$ cat config.mk
export PLATFORM = sky130hd
export DESIGN_NAME = onebit_pred_table
export DESIGN_NICKNAME = d
export VERILOG_FILES = /design/src/rtl/onebit_pred_table.sv
export SDC_FILE = /design/constraint.sdc
export NUM_CORES = 1
export LEC_CHECK = 0
export ABC_CLOCK_PERIOD_IN_PS = 1900
export CORE_MARGIN = 2
export CORE_UTILIZATION = 45
export CTS_CLUSTER_SIZE = 12
export DETAILED_ROUTE_END_ITERATION = 10
export MAX_ROUTING_LAYER = met4
export PLACE_DENSITY_LB_ADDON = 0.3
export SLEW_MARGIN = 20
export SYNTH_ARGS = -nofsm -noshare
export SYNTH_HDL_FRONTEND = slang
export SYNTH_SLANG_ARGS = --single-unit
$ cat constraint.sdc
create_clock -name clk -period 1.9 [get_ports clk]
set_input_delay 0.285 -clock clk [delete_from_list [all_inputs] [get_ports clk]]
set_output_delay 0.285 -clock clk [all_outputs]
set_load 0.005 [all_outputs]
$ cat src/rtl/onebit_pred_table.sv
// 1-bit branch history table with a pending-prediction FIFO and saturating stats.
// Optional PRED_FWD_EN: same-cycle resolution forwards rs_taken to a matching lookup.
module onebit_pred_table #(
  parameter int ADDR_W     = 3,
  parameter int PEND_DEPTH = 4,
  parameter int CNT_W      = 8
) (
  input  logic                          clk,
  input  logic                          rst,
  input  logic                          lk_valid,
  input  logic [ADDR_W-1:0]             lk_addr,
  output logic                          lk_ready,
  output logic                          pred_valid,
  output logic                          pred_taken,
  output logic [ADDR_W-1:0]             pred_addr,
  input  logic                          rs_valid,
  input  logic                          rs_taken,
  output logic                          rs_done,
  output logic                          rs_miss,
  output logic                          rs_err,
  output logic [$clog2(PEND_DEPTH):0]   pend_cnt,
  output logic [CNT_W-1:0]              lk_cnt,
  output logic [CNT_W-1:0]              miss_cnt
);

  localparam int NENT  = 2**ADDR_W;
  localparam int PTR_W = $clog2(PEND_DEPTH);
  localparam int PW    = PTR_W + 1;
  localparam logic [PW-1:0]    FULL_C    = PW'(PEND_DEPTH);
  localparam logic [PW-1:0]    EMPTY_C   = {PW{1'b0}};
  localparam logic [CNT_W-1:0] CNT_MAX_C = {CNT_W{1'b1}};

  logic [NENT-1:0]   table_r;
  logic [ADDR_W-1:0] fifo_addr_r [PEND_DEPTH];
  logic              fifo_pred_r [PEND_DEPTH];
  logic [PTR_W-1:0]  wr_ptr_r;
  logic [PTR_W-1:0]  rd_ptr_r;
  logic [PW-1:0]     pend_cnt_r;
  logic [CNT_W-1:0]  lk_cnt_r;
  logic [CNT_W-1:0]  miss_cnt_r;
  logic              pred_valid_r;
  logic              pred_taken_r;
  logic [ADDR_W-1:0] pred_addr_r;
  logic              rs_done_r;
  logic              rs_miss_r;
  logic              rs_err_r;

  logic              push_s;
  logic              pop_s;
  logic              miss_s;
  logic              lk_val_s;
  logic [ADDR_W-1:0] head_addr_s;
  logic              head_pred_s;

  // Full/empty come from the occupancy count, so pointer wrap never aliases the two.
  assign lk_ready    = ~rst & (pend_cnt_r != FULL_C);
  assign push_s      = lk_valid & lk_ready;
  assign pop_s       = rs_valid & (pend_cnt_r != EMPTY_C);
  assign head_addr_s = fifo_addr_r[rd_ptr_r];
  assign head_pred_s = fifo_pred_r[rd_ptr_r];
  assign miss_s      = pop_s & (head_pred_s ^ rs_taken);

  // Prediction value for the lookup presented this cycle.
  always_comb begin
    lk_val_s = table_r[lk_addr];
`ifdef PRED_FWD_EN
    if (pop_s && (head_addr_s == lk_addr)) begin
      lk_val_s = rs_taken;
    end else begin
      lk_val_s = table_r[lk_addr];
    end
`endif
  end

  // History table: a resolution overwrites its entry with the actual outcome.
  always_ff @(posedge clk or posedge rst) begin
    if (rst) begin
      table_r <= '0;
    end else if (pop_s) begin
      table_r[head_addr_s] <= rs_taken;
    end
  end

  // Pending-prediction FIFO storage and pointers.
  always_ff @(posedge clk or posedge rst) begin
    if (rst) begin
      for (int i = 0; i < PEND_DEPTH; i++) begin
        fifo_addr_r[i] <= '0;
        fifo_pred_r[i] <= 1'b0;
      end
      wr_ptr_r <= '0;
      rd_ptr_r <= '0;
    end else begin
      if (push_s) begin
        fifo_addr_r[wr_ptr_r] <= lk_addr;
        fifo_pred_r[wr_ptr_r] <= lk_val_s;
        wr_ptr_r              <= wr_ptr_r + 1'b1;
      end
      if (pop_s) begin
        rd_ptr_r <= rd_ptr_r + 1'b1;
      end
    end
  end

  // Occupancy: simultaneous push and pop leave it unchanged.
  always_ff @(posedge clk or posedge rst) begin
    if (rst) begin
      pend_cnt_r <= '0;
    end else begin
      case ({push_s, pop_s})
        2'b10:   pend_cnt_r <= pend_cnt_r + 1'b1;
        2'b01:   pend_cnt_r <= pend_cnt_r - 1'b1;
        default: pend_cnt_r <= pend_cnt_r;
      endcase
    end
  end

  // Saturating lookup and miss statistics.
  always_ff @(posedge clk or posedge rst) begin
    if (rst) begin
      lk_cnt_r   <= '0;
      miss_cnt_r <= '0;
    end else begin
      if (push_s && (lk_cnt_r != CNT_MAX_C)) begin
        lk_cnt_r <= lk_cnt_r + 1'b1;
      end
      if (miss_s && (miss_cnt_r != CNT_MAX_C)) begin
        miss_cnt_r <= miss_cnt_r + 1'b1;
      end
    end
  end

  // Registered prediction and resolution pulses.
  always_ff @(posedge clk or posedge rst) begin
    if (rst) begin
      pred_valid_r <= 1'b0;
      pred_taken_r <= 1'b0;
      pred_addr_r  <= '0;
      rs_done_r    <= 1'b0;
      rs_miss_r    <= 1'b0;
      rs_err_r     <= 1'b0;
    end else begin
      pred_valid_r <= push_s;
      if (push_s) begin
        pred_taken_r <= lk_val_s;
        pred_addr_r  <= lk_addr;
      end
      rs_done_r <= pop_s;
      rs_miss_r <= miss_s;
      rs_err_r  <= rs_valid & (pend_cnt_r == EMPTY_C);
    end
  end

  assign pred_valid = pred_valid_r;
  assign pred_taken = pred_taken_r;
  assign pred_addr  = pred_addr_r;
  assign rs_done    = rs_done_r;
  assign rs_miss    = rs_miss_r;
  assign rs_err     = rs_err_r;
  assign pend_cnt   = pend_cnt_r;
  assign lk_cnt     = lk_cnt_r;
  assign miss_cnt   = miss_cnt_r;

endmodule

## Yosys cells after proc, flatten, opt, wreduce, memory -nomap -nowiden

Cells that the tools add are included.
W data, S select, Z words.

- Bits in registers: 55
- Latch bits: 0
- Bits in writable memories: 0
- Bits in read-only memories: 0
- Input port bits: 8
- Output and inout bits: 28
- Memories kept: 0

- Add/sub/neg operators: 6
- Multiply operators: 0
- Div/mod/pow operators: 0
- $lt $le $gt $ge: 6
- Equality and inequality tests: 5
- Shifts and indexed selects: 0
- Muxes and demuxes: 18
- Bitwise logic cells: 9
- Reductions and logical operators: 7

Operators with widths:

| kind | number |
|---|---|
| $add A8 B1 Y8 const B | 2 |
| $ne A8 B8 Y1 const B | 2 |
| $bwmux W12 | 1 |
| $mux W3 | 3 |
| $bwmux W8 | 1 |
| $lt A3 B4 Y1 const B | 2 |
| $bmux W3 S2 | 1 |
| $demux W3 S2 | 1 |
| $ge A3 B3 Y1 const B | 2 |
| $not A2 Y3 | 2 |
| $pmux W3 S2 | 1 |
| $and A1 B1 Y1 | 5 |
| $mux W1 | 5 |
| $add A2 B1 Y2 const B | 2 |
| $bwmux W4 | 1 |
| $logic_and A1 B1 Y1 | 4 |
| $add A3 B1 Y3 const B | 1 |
| $bmux W1 S3 | 1 |
| $demux W1 S3 | 1 |
| $ge A3 B1 Y1 const B | 1 |
| $logic_not A3 Y1 | 1 |
| $lt A3 B1 Y1 const B | 1 |
| $ne A3 B3 Y1 const B | 1 |
| $reduce_bool A3 Y1 | 1 |
| 8 further kinds | 8 |

## Logic depth before layout (Yosys ltp)

Gate-level depths: netlist of the first run.

- Depth after elaboration: 9
- Depth in mapped cells: 9
- Mapped depth without buffers: 8

## Worst setup path before layout of the first run

No wires, ideal clock.

- Path type: register to register
- Start: reg pend_cnt_r[0] (netlist: pend_cnt[0])
- End: reg pend_cnt_r[2] (netlist: pend_cnt[2])
- Library setup time: 79 ps
- Arrival time: 1886 ps
- Path slack: -66 ps
- Cell stages (with the launch flop): 10
- Period minus slack after synthesis: 1966 ps
- Path through: dfrtp_1 > nor2_1 > a211o_1 > buf_2 > ha_1 > inv_1 > fa_1 > xor2_1 > nor2_1 > xor2_1

- Longest elaborated chain between the ends: 5
- Elaborated cells between the ends (all ways): 11
- Classes of those cells: add/sub (2); eq/ne (3); mux (1); bitwise (3); reduce/logical (2)

RTL lines:

| what | RTL line | source |
|---|---|---|
| start: declaration | 38 | `logic [PW-1:0] pend_cnt_r;` |
| start signal: assignment | 111 | `2'b10: pend_cnt_r <= pend_cnt_r + 1'b1;` |
| start signal: assignment | 112 | `2'b01: pend_cnt_r <= pend_cnt_r - 1'b1;` |
| start signal: assignment | 113 | `default: pend_cnt_r <= pend_cnt_r;` |
| $ne A3 B3 Y1 | 56 | `assign lk_ready = ~rst & (pend_cnt_r != FULL_C);` |
| $and A1 B1 Y1 | 56 |  |
| $and A1 B1 Y1 | 57 | `assign push_s = lk_valid & lk_ready;` |
| $eq A2 B1 Y1 / $eq A2 B2 Y1 (equally long branches) | 110 | `case ({push_s, pop_s})` |
| $pmux W3 S2 / $reduce_bool A2 Y1 (equally long branches) | n/a |  |

Several ways; a longest one is shown, not always the timed one.
A chain may end at the register's enable or synchronous reset.

## Final worst setup path of the first run

- Start: reg rd_ptr_r[0]
- End: reg miss_cnt_r[1] (netlist: miss_cnt[1])

- Longest elaborated chain between the ends: 7

RTL lines:

| what | RTL line | source |
|---|---|---|
| start: declaration | 37 | `logic [PTR_W-1:0] rd_ptr_r;` |
| start signal: assignment | 100 | `rd_ptr_r <= rd_ptr_r + 1'b1;` |
| $not A2 Y3 (not written as such) | 60 | `assign head_pred_s = fifo_pred_r[rd_ptr_r];` |
| $bmux W1 S2 | 60 |  |
| $mux W1 (not written as such) (2 in series) | 60 |  |
| $xor A1 B1 Y1 | 61 | `assign miss_s = pop_s & (head_pred_s ^ rs_taken);` |
| $and A1 B1 Y1 | 61 |  |
| $logic_and A1 B1 Y1 | 127 | `if (miss_s && (miss_cnt_r != CNT_MAX_C)) begin` |
| end signal: assignment | 128 | `miss_cnt_r <= miss_cnt_r + 1'b1;` |
| end: declaration | 40 | `logic [CNT_W-1:0] miss_cnt_r;` |

Every way passes these cells. The select of a mux whose other input is x is not followed.

==> results of run 1 <==
metal layers:
metal,vias up,track usage (%),part of all wire [%]
met5,-,-,0
met4,0,3.56,0.81
met3,4,3.37,2.7
met2,27,27.6,51
met1,875,22.8,45
li1,817,-,-
what timing repair did:
action | in CTS | in global routing
setup endpoints to repair | 14 | 15
hold buffers | 0 | 0
setup buffers | 2 | 3
gates resized for setup | 15 | 18
pin swaps | 4 | 6
worst min-delay path: stages:
cell and delay, ns:
clkdlybuf4s50_1 0.42, buf_4 0.15, inv_2 0.05, buf_4 0.30
cells in the mapped netlist, types with 2 or more instances:
| cell type | count | area (sq um) |
|---|---|---|
| and2_1 | 4 | 25.0 |
| dfrtp_1 | 55 | 1380 |
| ha_1 | 7 | 87.6 |
| inv_1 | 8 | 30.0 |
| mux2_1 | 3 | 33.8 |
| mux2_2 | 27 | 304 |
| mux4_2 | 5 | 113 |
| nand2_1 | 10 | 37.5 |
| nand2b_1 | 3 | 18.8 |
| nand3_1 | 7 | 35.0 |
| nand3b_1 | 2 | 15.0 |
| nand4_1 | 5 | 31.3 |
| nor2_1 | 8 | 30.0 |
| nor3_1 | 3 | 15.0 |
| nor3b_1 | 3 | 22.5 |
| o21ai_0 | 2 | 10.0 |
| xnor2_1 | 9 | 78.8 |
| xor2_1 | 10 | 87.6 |
through the flow:
step | hold WS [ns] | util (%) | cell area (sq um) | setup TNS, ns
floorplan | 0.435 | - | 2640 | 0
global placement | 0.481 | 57.6 | 3210 | -1.79
detailed placement | 0.484 | 57.6 | 3210 | -2.56
CTS | 0.486 | 61.0 | 3400 | -0.151
global route | 0.522 | 62.9 | 3510 | -0.688
finish | 0.489 | 62.9 | 3510 | -0.109
logic make-up after synthesis:
group / Yosys count / synth area share [%]
xor gates and xnor gates: 20 / 7.37
buffers and inverters: 13 / 2.95
DFF: 55 / 52.3
and+or+nand+nor: 53 / 11.2
muxes: 38 / 19.1
AOI/OAI and AO/OA: 7 / 3.09
adders and majority gates: 8 / 4.09
layout make-up:
type,instances,area (sq um)
sequential,55,1380
inverter,9,33.8
clock buffer,6,82.6
clock inverter,2,35.0
multi-input combinational,126,1280
timing repair buffer,64,599
tap,72,90.1
fill,437,2070
flip-flops by register name, summed over array words and instances, names as in the netlist, 3 cells and up:
signal,cells
fifo_addr_r,12
fifo_pred_r,4
lk_cnt,8
miss_cnt,8
pend_cnt,3
pred_addr,3
table_r,8
where the power goes:
group | switching (mW) | internal (mW)
Clock | 0.365 | 0.427
Sequential | 0.421 | 1.68
Combinational | 1.03 | 1.70
worst max path at each step:
stage / endpoint / slack (ns) / cells past startpoint
after floorplan: miss_cnt[6] / 0.009 / 5
after global placement: fifo_pred_r[2] / -0.15 / 4
after detailed placement: pend_cnt[2] / -0.20 / 9
after CTS: table_r[0] / -0.03 / 5
after global routing: table_r[1] / -0.10 / 5
final: miss_cnt[1] / -0.03 / 5
==> results.ini, run 1 <==
[clock_network]
clk_pin_slew_ns=0.10
clk_path_buf_depth=2
h-tree-depth=2
root_buffer=clkbuf_8
cts_tree=yes
cts.sinks=55
clk_latency_ns=0.30
cts_made_buffers=5

[critical_path]
worstReg2RegStart=rd_ptr_r[0]
crit_path_end_kind=flop
critPathBufInv=1
criticalPathCategory=flop to flop
worstRegToRegCells=5
crit_fanout=5
required_ns=2.09
crit_chain=mux4_2 > xnor2_4 > buf_6 > nor2_4 > mux2_4
worstPathArrival_ns=2.12
cp-start-kind=flop
worst_r2r_endpoint=miss_cnt[1]
critPathTopFamily=multiplexers
crit_slowest_cell=mux4_2
slowest_delay_ns=0.59
r2r_slack_ns=-0.03
crit_start=rd_ptr_r[0]

[final_layout]
fin_cells=334
antenna_cells=0
layout_common_cells=dfrtp_1 (51), clkdlybuf4s50_1 (35), mux2_2 (23), buf_4 (23), xor2_1 (10)
final_nets=277
layout-drive-gt1-share_pct=37.8
final_common_cell=dfrtp_1
area_growth_pct=33.2

[drt]
wl_per_cell_microns=14.8
drc=0
drt_iter0_drc=46
drtAntennaViolNets=0
wl_microns=4930
first_pass_iters=4
vias=1723
vias_per_cell=5.16

[timing]
fin_skew_ns=0.00757
rsz0062_at_grt=true
final.setup.worst_slack_ns=-0.0348
fmax_ghz=0.517
final.min_clock_period_ns=1.93
worst-slew-pin-transition_ns=0.573
drv_slew=0
hold_viol_final=0
setup_viol=6
timing.final.crit_share_pct=102
slew_headroom_pct=61.4

[pwr]
power.density_mw_per_mm2=1600
power_mw=5.62
peakVddDrop_v=0.000697
p_leak_nw=1.53

[die]
io_pins=36
core_sq_mm=0.00557
chipWidth_microns=80.5
die_h_microns=80.5
die_area_sq_mm=0.00648
rows=27
initial_core_util_pct=47.2

[synth]
ys_warn_count=0
ys_seq_area_share_pct=52.3
synth_edf_count=0
synth_flop_cell=dfrtp_1
synthCells=194
async_flop_share_pct=100
synthDistinctLibCells=41
netlist_area_sq_mm=0.00263
syn-num-nets=210
ys_ff_latch=55
syn_area_per_cell_sq_um=13.6

[placement]
placedCellCount=321
port_buffers=35
place_congestion=0.786
hpwl_microns=3440
dp_worst_setup_slack_ns=-0.201

[hold_path]
holdCritPathClass=input port to asynchronous set/reset pin

[global_route]
grt_first_pass_wirelength_microns=8400
track_usage_pct=17.1
antenna_found_initial=0
grt_pass1_vias=1756
grt_overflow=0
grt_max_degree=32

[job]
cap_violations=0

[status]
failed_checks=negative setup slack
status=finished, violations left

(Power assumes the default switching activity.)
==> run 2, diff against run 1 <==
--- a/config.mk
+++ b/config.mk
@@ -11,7 +11,7 @@
 export CTS_CLUSTER_SIZE = 12
 export DETAILED_ROUTE_END_ITERATION = 10
 export MAX_ROUTING_LAYER = met4
-export PLACE_DENSITY_LB_ADDON = 0.3
+export PLACE_DENSITY_LB_ADDON = 0.15
 export SLEW_MARGIN = 20
 export SYNTH_ARGS = -nofsm -noshare
 export SYNTH_HDL_FRONTEND = slang
==> results.ini, run 2 (same netlist as run 1, synthesis figures left out) <==
[critical_path]
crit_path_end_kind=flop  ; unchanged
crit_start=rd_ptr_r[0]  ; unchanged
slowest_delay_ns=0.58  ; was 0.59 ns
crit_slowest_cell=mux4_2  ; unchanged
critPathTopFamily=multiplexers  ; unchanged
crit_fanout=5  ; unchanged
worstRegToRegCells=5  ; unchanged
critPathBufInv=1  ; unchanged
worstPathArrival_ns=2.09  ; was 2.12 ns
worstSetupEndpoint=miss_cnt[1]  ; unchanged
required_ns=2.10  ; was 2.09 ns
criticalPathCategory=flop to flop  ; unchanged
cp-start-kind=flop  ; unchanged
cp.depth=5  ; unchanged
worst_r2r_endpoint=miss_cnt[1]  ; unchanged
crit_chain=mux4_2 > xnor2_4 > buf_4 > nor2_4 > mux2_4  ; was mux4_2 > xnor2_4 > buf_6 > nor2_4 > mux2_4
r2r_slack_ns=0.003  ; was -0.03 ns
worstReg2RegStart=rd_ptr_r[0]  ; unchanged

[drt]
highest_layer=met4  ; unchanged
first_pass_iters=5  ; was 4
met2_length_microns=2340  ; was 2520 microns
drt-met1-wl_microns=2330  ; was 2240 microns
drt_iter0_drc=63  ; was 46
wl_met3_microns=185  ; was 133 microns
wl_per_cell_microns=14.9  ; was 14.8 microns
vias=1686  ; was 1,723
vias_per_cell=5.09  ; was 5.16
drtAntennaViolNets=0  ; unchanged
drc=0  ; unchanged
wl_microns=4930  ; about the same

[clock_network]
cts.sinks=55  ; unchanged
h-tree-depth=2  ; unchanged
cts_made_buffers=5  ; unchanged
clk_pin_slew_ns=0.09  ; was 0.10 ns
clk_latency_ns=0.30  ; about the same
cts_tree=yes  ; unchanged
holdBufCountCts=0  ; unchanged
clk_path_buf_depth=2  ; unchanged
root_buffer=clkbuf_8  ; unchanged

[pwr]
peakVddDrop_v=0.000670  ; was 0.000697 V
power_mw=5.31  ; was 5.62 mW
clock_power_share_pct=13.1  ; was 14.1%
p_leak_nw=1.50  ; was 1.53 nW
p_comb_share_pct=46.9  ; was 48.5%
power_switching_mw=1.76  ; was 1.82 mW
internal-power_mw=3.54  ; was 3.80 mW
sequentialPowerShare_pct=40.0  ; was 37.4%
power.density_mw_per_mm2=1540  ; was 1600 mW/mm^2
swShare_pct=33.2  ; was 32.3%

[die]
core_sq_mm=0.00557  ; unchanged
io_pins=36  ; unchanged
initial_core_util_pct=47.2  ; unchanged
die_h_microns=80.5  ; unchanged
chipWidth_microns=80.5  ; unchanged
rows=27  ; unchanged
die_area_sq_mm=0.00648  ; unchanged

[global_route]
grt_first_pass_wirelength_microns=8100  ; was 8400 microns
track_usage_pct=17.1  ; about the same
grt_overflow=0  ; unchanged
grt_max_degree=39  ; was 32
antenna_found_initial=0  ; unchanged
grt_pass1_vias=1633  ; was 1,756

[timing]
drv_slew=0  ; unchanged
worst-slew-pin-transition_ns=0.661  ; was 0.573 ns
fin_skew_ns=0.00482  ; was 0.00757 ns
slew_headroom_pct=55.9  ; was 61.4%
rsz0062_at_grt=true  ; unchanged
timing.final.crit_share_pct=99.9  ; was 102%
final.min_clock_period_ns=1.90  ; was 1.93 ns
setup_viol=0  ; was 6
hold_viol_final=0  ; unchanged
fmax_ghz=0.527  ; was 0.517 GHz

[final_layout]
antenna_cells=0  ; unchanged
regMostFlops=fifo_addr_r  ; unchanged
largest_register_ffs=12  ; unchanged
n_fill_cell=446  ; was 437
final_common_cell=dfrtp_1  ; unchanged
fin_area_sq_mm=0.00344  ; was 0.00351 sq mm
area_growth_pct=30.7  ; was 33.2%
final_nets=274  ; was 277
layout_common_cells=dfrtp_1 (52), clkdlybuf4s50_1 (34), mux2_2 (27)  ; was dfrtp_1 (51), clkdlybuf4s50_1 (35), mux2_2 (23), buf_4 (23), xor2_1 (10)
layout-drive-gt1-share_pct=35.5  ; was 37.8%

[hold_path]
holdCritPathClass=input port to asynchronous set/reset pin  ; unchanged

[status]
status=finished clean  ; was finished, violations left

[job]
cap_violations=0  ; unchanged

[placement]
hpwl_microns=3420  ; was 3440 microns
port_buffers=35  ; unchanged
place_congestion=0.766  ; was 0.786
postPlaceCellArea_sq_mm=0.00321  ; about the same

## run 2: cell types whose count changed in the layout (fill, tap and decap cells not counted), moves of 2 or more
cell / change
mux2_2: +4
nor3_4: +2
buf_6: -4
mux2_4: -5
## run 2: worst min-delay path by stage
stage,cells past startpoint,to,slack (ns)
after floorplan,1,pred_addr[0],0.44
after global placement,1,lk_cnt[5],0.48
after detailed placement,1,table_r[1],0.48
after CTS,4,fifo_addr_r[9],0.48
after global routing,4,rd_ptr_r[1],0.50
final,4,rd_ptr_r[0],0.48
## run 2: layout make-up
type,count,area (sq um),area share (%)
Timing Repair Buffer,61,564,16.4
Multi-Input combinational cell,126,1270,37.0
Sequential cell,55,1380,40.1
Inverter,9,33.8,0.982
Tap cell,72,90.1,2.62
Clock buffer,8,100,2.91
## run 2: worst register-to-register path, cell delays in order (launching register included)
cell	delay, ns
dfrtp_2	0.47
mux4_2	0.58
xnor2_4	0.17
buf_4	0.17
nor2_4	0.11
mux2_4	0.30
## run 2: routing by layer
metal  global-route usage (%)  up-vias
met5                        -        -
li1                         -      809
met3                     4.04        6
met2                     25.5       31
met1                     23.5      840
met4                     5.08        0
## run 2: stage by stage
stage	setup slack [ns]	hold WS (ns)	cells	util (%)	TNS [ns]
after floorplan	0.00856	0.435	194	-	0
after global placement	-0.164	0.478	319	57.6	-2.31
after detailed placement	-0.162	0.475	319	57.6	-2.64
after CTS	-0.00627	0.483	327	59.8	-0.0109
after global routing	-0.0720	0.496	331	61.7	-0.399
final	0.00253	0.482	331	61.7	0
## run 2: repair_timing
item | in CTS | in global routing
endpoints found under the hold margin | 0 | 0
setup endpoints to repair | 14 | 13
pin swaps | 1 | 6
buffers inserted | 0 | 4
gates resized for setup | 7 | 19
## run 2: power by group through the flow
stage	clock network (mW)	registers [mW]	logic, mW
finish	0.697	2.12	2.49
detailed placement	0	2.14	2.18
global placement	0	2.12	2.15
CTS	0.727	2.12	2.25
floorplan	0	2.03	1.37
global route	0.774	2.20	2.72
==> run 3, diff against run 2 <==
--- a/config.mk
+++ b/config.mk
@@ -12,6 +12,7 @@
 export DETAILED_ROUTE_END_ITERATION = 10
 export MAX_ROUTING_LAYER = met4
 export PLACE_DENSITY_LB_ADDON = 0.15
+export SETUP_SLACK_MARGIN = 0.1
 export SLEW_MARGIN = 20
 export SYNTH_ARGS = -nofsm -noshare
 export SYNTH_HDL_FRONTEND = slang
==> results.ini, run 3 (same netlist as run 1, synthesis figures left out) <==
[timing]
rsz0062_at_grt=true  ; unchanged
hold_viol_final=0  ; unchanged
worst-slew-pin-transition_ns=0.558  ; was 0.661 ns
slew_headroom_pct=62.8  ; was 55.9%
fin_skew_ns=0.00415  ; was 0.00482 ns
final.setup.worst_slack_ns=0.00385  ; was 0.00253 ns
final.setup.tns_ns=0  ; unchanged
setup_viol=0  ; unchanged
timing.final.crit_share_pct=99.8  ; was 99.9%
fmax_ghz=0.527  ; about the same
drv_slew=0  ; unchanged
final.min_clock_period_ns=1.90  ; about the same

[pwr]
p_leak_nw=1.54  ; was 1.50 nW
sequentialPowerShare_pct=38.3  ; was 40.0%
p_comb_share_pct=47.2  ; was 46.9%
peakVddDrop_v=0.000758  ; was 0.000670 V
clock_power_share_pct=14.6  ; was 13.1%
power_switching_mw=1.80  ; was 1.76 mW
power.density_mw_per_mm2=1570  ; was 1540 mW/mm^2
internal-power_mw=3.74  ; was 3.54 mW
swShare_pct=32.5  ; was 33.2%

[clock_network]
clk_latency_ns=0.31  ; was 0.30 ns
cts_tree=yes  ; unchanged
cts.sinks=55  ; unchanged
clk_path_buf_depth=2  ; unchanged
root_buffer=clkbuf_8  ; unchanged
cts_made_buffers=5  ; unchanged
holdBufCountCts=0  ; unchanged
clk_pin_slew_ns=0.10  ; was 0.09 ns
h-tree-depth=2  ; unchanged

[die]
initial_core_util_pct=47.2  ; unchanged
die_area_sq_mm=0.00648  ; unchanged
io_pins=36  ; unchanged
core_sq_mm=0.00557  ; unchanged
rows=27  ; unchanged
chipWidth_microns=80.5  ; unchanged
die_h_microns=80.5  ; unchanged

[hold_path]
holdCritPathClass=input port to asynchronous set/reset pin  ; unchanged

[global_route]
grt_first_pass_wirelength_microns=8490  ; was 8100 microns
track_usage_pct=17.6  ; was 17.1%
grt_max_degree=24  ; was 39
grt_pass1_vias=1760  ; was 1,633
grt_overflow=0  ; unchanged
antenna_found_initial=0  ; unchanged

[critical_path]
crit_fanout=5  ; unchanged
crit_path_end_kind=flop  ; unchanged
crit_chain=mux4_2 > or2_1 > nor2b_2 > mux2_4  ; was mux4_2 > xnor2_4 > buf_4 > nor2_4 > mux2_4
criticalPathCategory=flop to flop  ; unchanged
required_ns=2.10  ; about the same
crit_slowest_cell=mux4_2  ; unchanged
slowest_delay_ns=0.60  ; was 0.58 ns
cp-start-kind=flop  ; unchanged
worstPathArrival_ns=2.10  ; was 2.09 ns
r2r_slack_ns=0.004  ; was 0.003 ns

[final_layout]
area_growth_pct=33.5  ; was 30.7%
layout_common_cells=dfrtp_1 (51), clkdlybuf4s50_1 (34), mux2_2 (25)  ; was dfrtp_1 (52), clkdlybuf4s50_1 (34), mux2_2 (27)
layout-drive-gt1-share_pct=36.9  ; was 35.5%
fin_area_sq_mm=0.00351  ; was 0.00344 sq mm
regMostFlops=fifo_addr_r  ; unchanged
final_common_cell=dfrtp_1  ; unchanged
final_nets=275  ; was 274
antenna_cells=0  ; unchanged
n_fill_cell=439  ; was 446
largest_register_ffs=12  ; unchanged

[drt]
first_pass_iters=4  ; was 5
wl_microns=5010  ; was 4930 microns
drc=0  ; unchanged
drt_iter0_drc=96  ; was 63
drtAntennaViolNets=0  ; unchanged
vias=1659  ; was 1,686
wl_per_cell_microns=15.1  ; was 14.9 microns
vias_per_cell=5.00  ; was 5.09

[placement]
postPlaceCellArea_sq_mm=0.00323  ; was 0.00321 sq mm
dp_worst_setup_slack_ns=-0.198  ; was -0.162 ns
hpwl_microns=3540  ; was 3420 microns
place_congestion=0.786  ; was 0.766
port_buffers=35  ; unchanged

[status]
status=finished clean  ; unchanged

[job]
cap_violations=0  ; unchanged

==> run 3: changes by cell type in the layout (fill, tap and decap cells not counted), sizes merged <==
cell | previous run | this run
buf | 26 | 27
clkbuf | 8 | 6
clkinv | 0 | 1
bufinv | 0 | 1
==> run 3: power by group through the flow <==
stage          Clock (mW)  Sequential (mW)  Combinational [mW]
4_1_cts             0.828             2.11                2.45
3_3_place_gp            0             2.12                2.13
2_1_floorplan           0             2.03                1.38
5_1_grt             0.879             2.19                2.85
3_5_place_dp            0             2.13                2.19
6_report            0.807             2.12                2.61
==> run 3: layer usage <==
metal	track usage, %	wire length [microns]
met5	-	0
met3	3.03	134
met2	28.5	2480
met4	5.08	52
met1	22.8	2340
==> run 3: cell type report <==
type	count	area [sq um]	share of cell area, %
tap	72	90.1	2.56
clock buffer	6	82.6	2.35
clock inverter	2	35.0	0.997
timing repair buffer	62	621	17.7
multi-input combinational	126	1270	36.1
inverter	9	33.8	0.962
sequential	55	1380	39.3
==> run 3: critical path: cells and delay by family (launching register included) <==
| kind | cells | cell delay [ns] |
|---|---|---|
| multiplexers | 2 | 0.90 |
| AND/OR/NAND/NOR | 2 | 0.42 |
| flip-flops | 1 | 0.47 |
==> run 3: repair_timing <==
action | CTS | global route
setup endpoints to repair | 17 | 20
hold endpoints to repair | 0 | 0
setup buffers | 6 | 0
gates resized for setup | 11 | 19
pin swaps | 9 | 12
==> run 3: final timing paths <==
path	from	to	depth (start not counted)
min in group clk	lk_cnt[5]	lk_cnt[5]	1
max in group asynchronous	rst	pend_cnt[2]	4
max reg2reg	rd_ptr_r[0]	table_r[1]	4
min reg2reg	lk_cnt[5]	lk_cnt[5]	1
min	rst	pend_cnt[1]	3
max	rd_ptr_r[0]	table_r[1]	4
==> run 3: through the flow <==
step	utilization [%]	hold WS [ns]	instances	power (mW)
2_1_floorplan	-	0.435	194	3.41
3_3_place_gp	58.0	0.481	318	4.25
3_5_place_dp	58.0	0.479	318	4.32
4_1_cts	61.8	0.420	332	5.38
5_1_grt	63.0	0.446	332	5.92
6_report	63.0	0.410	332	5.53
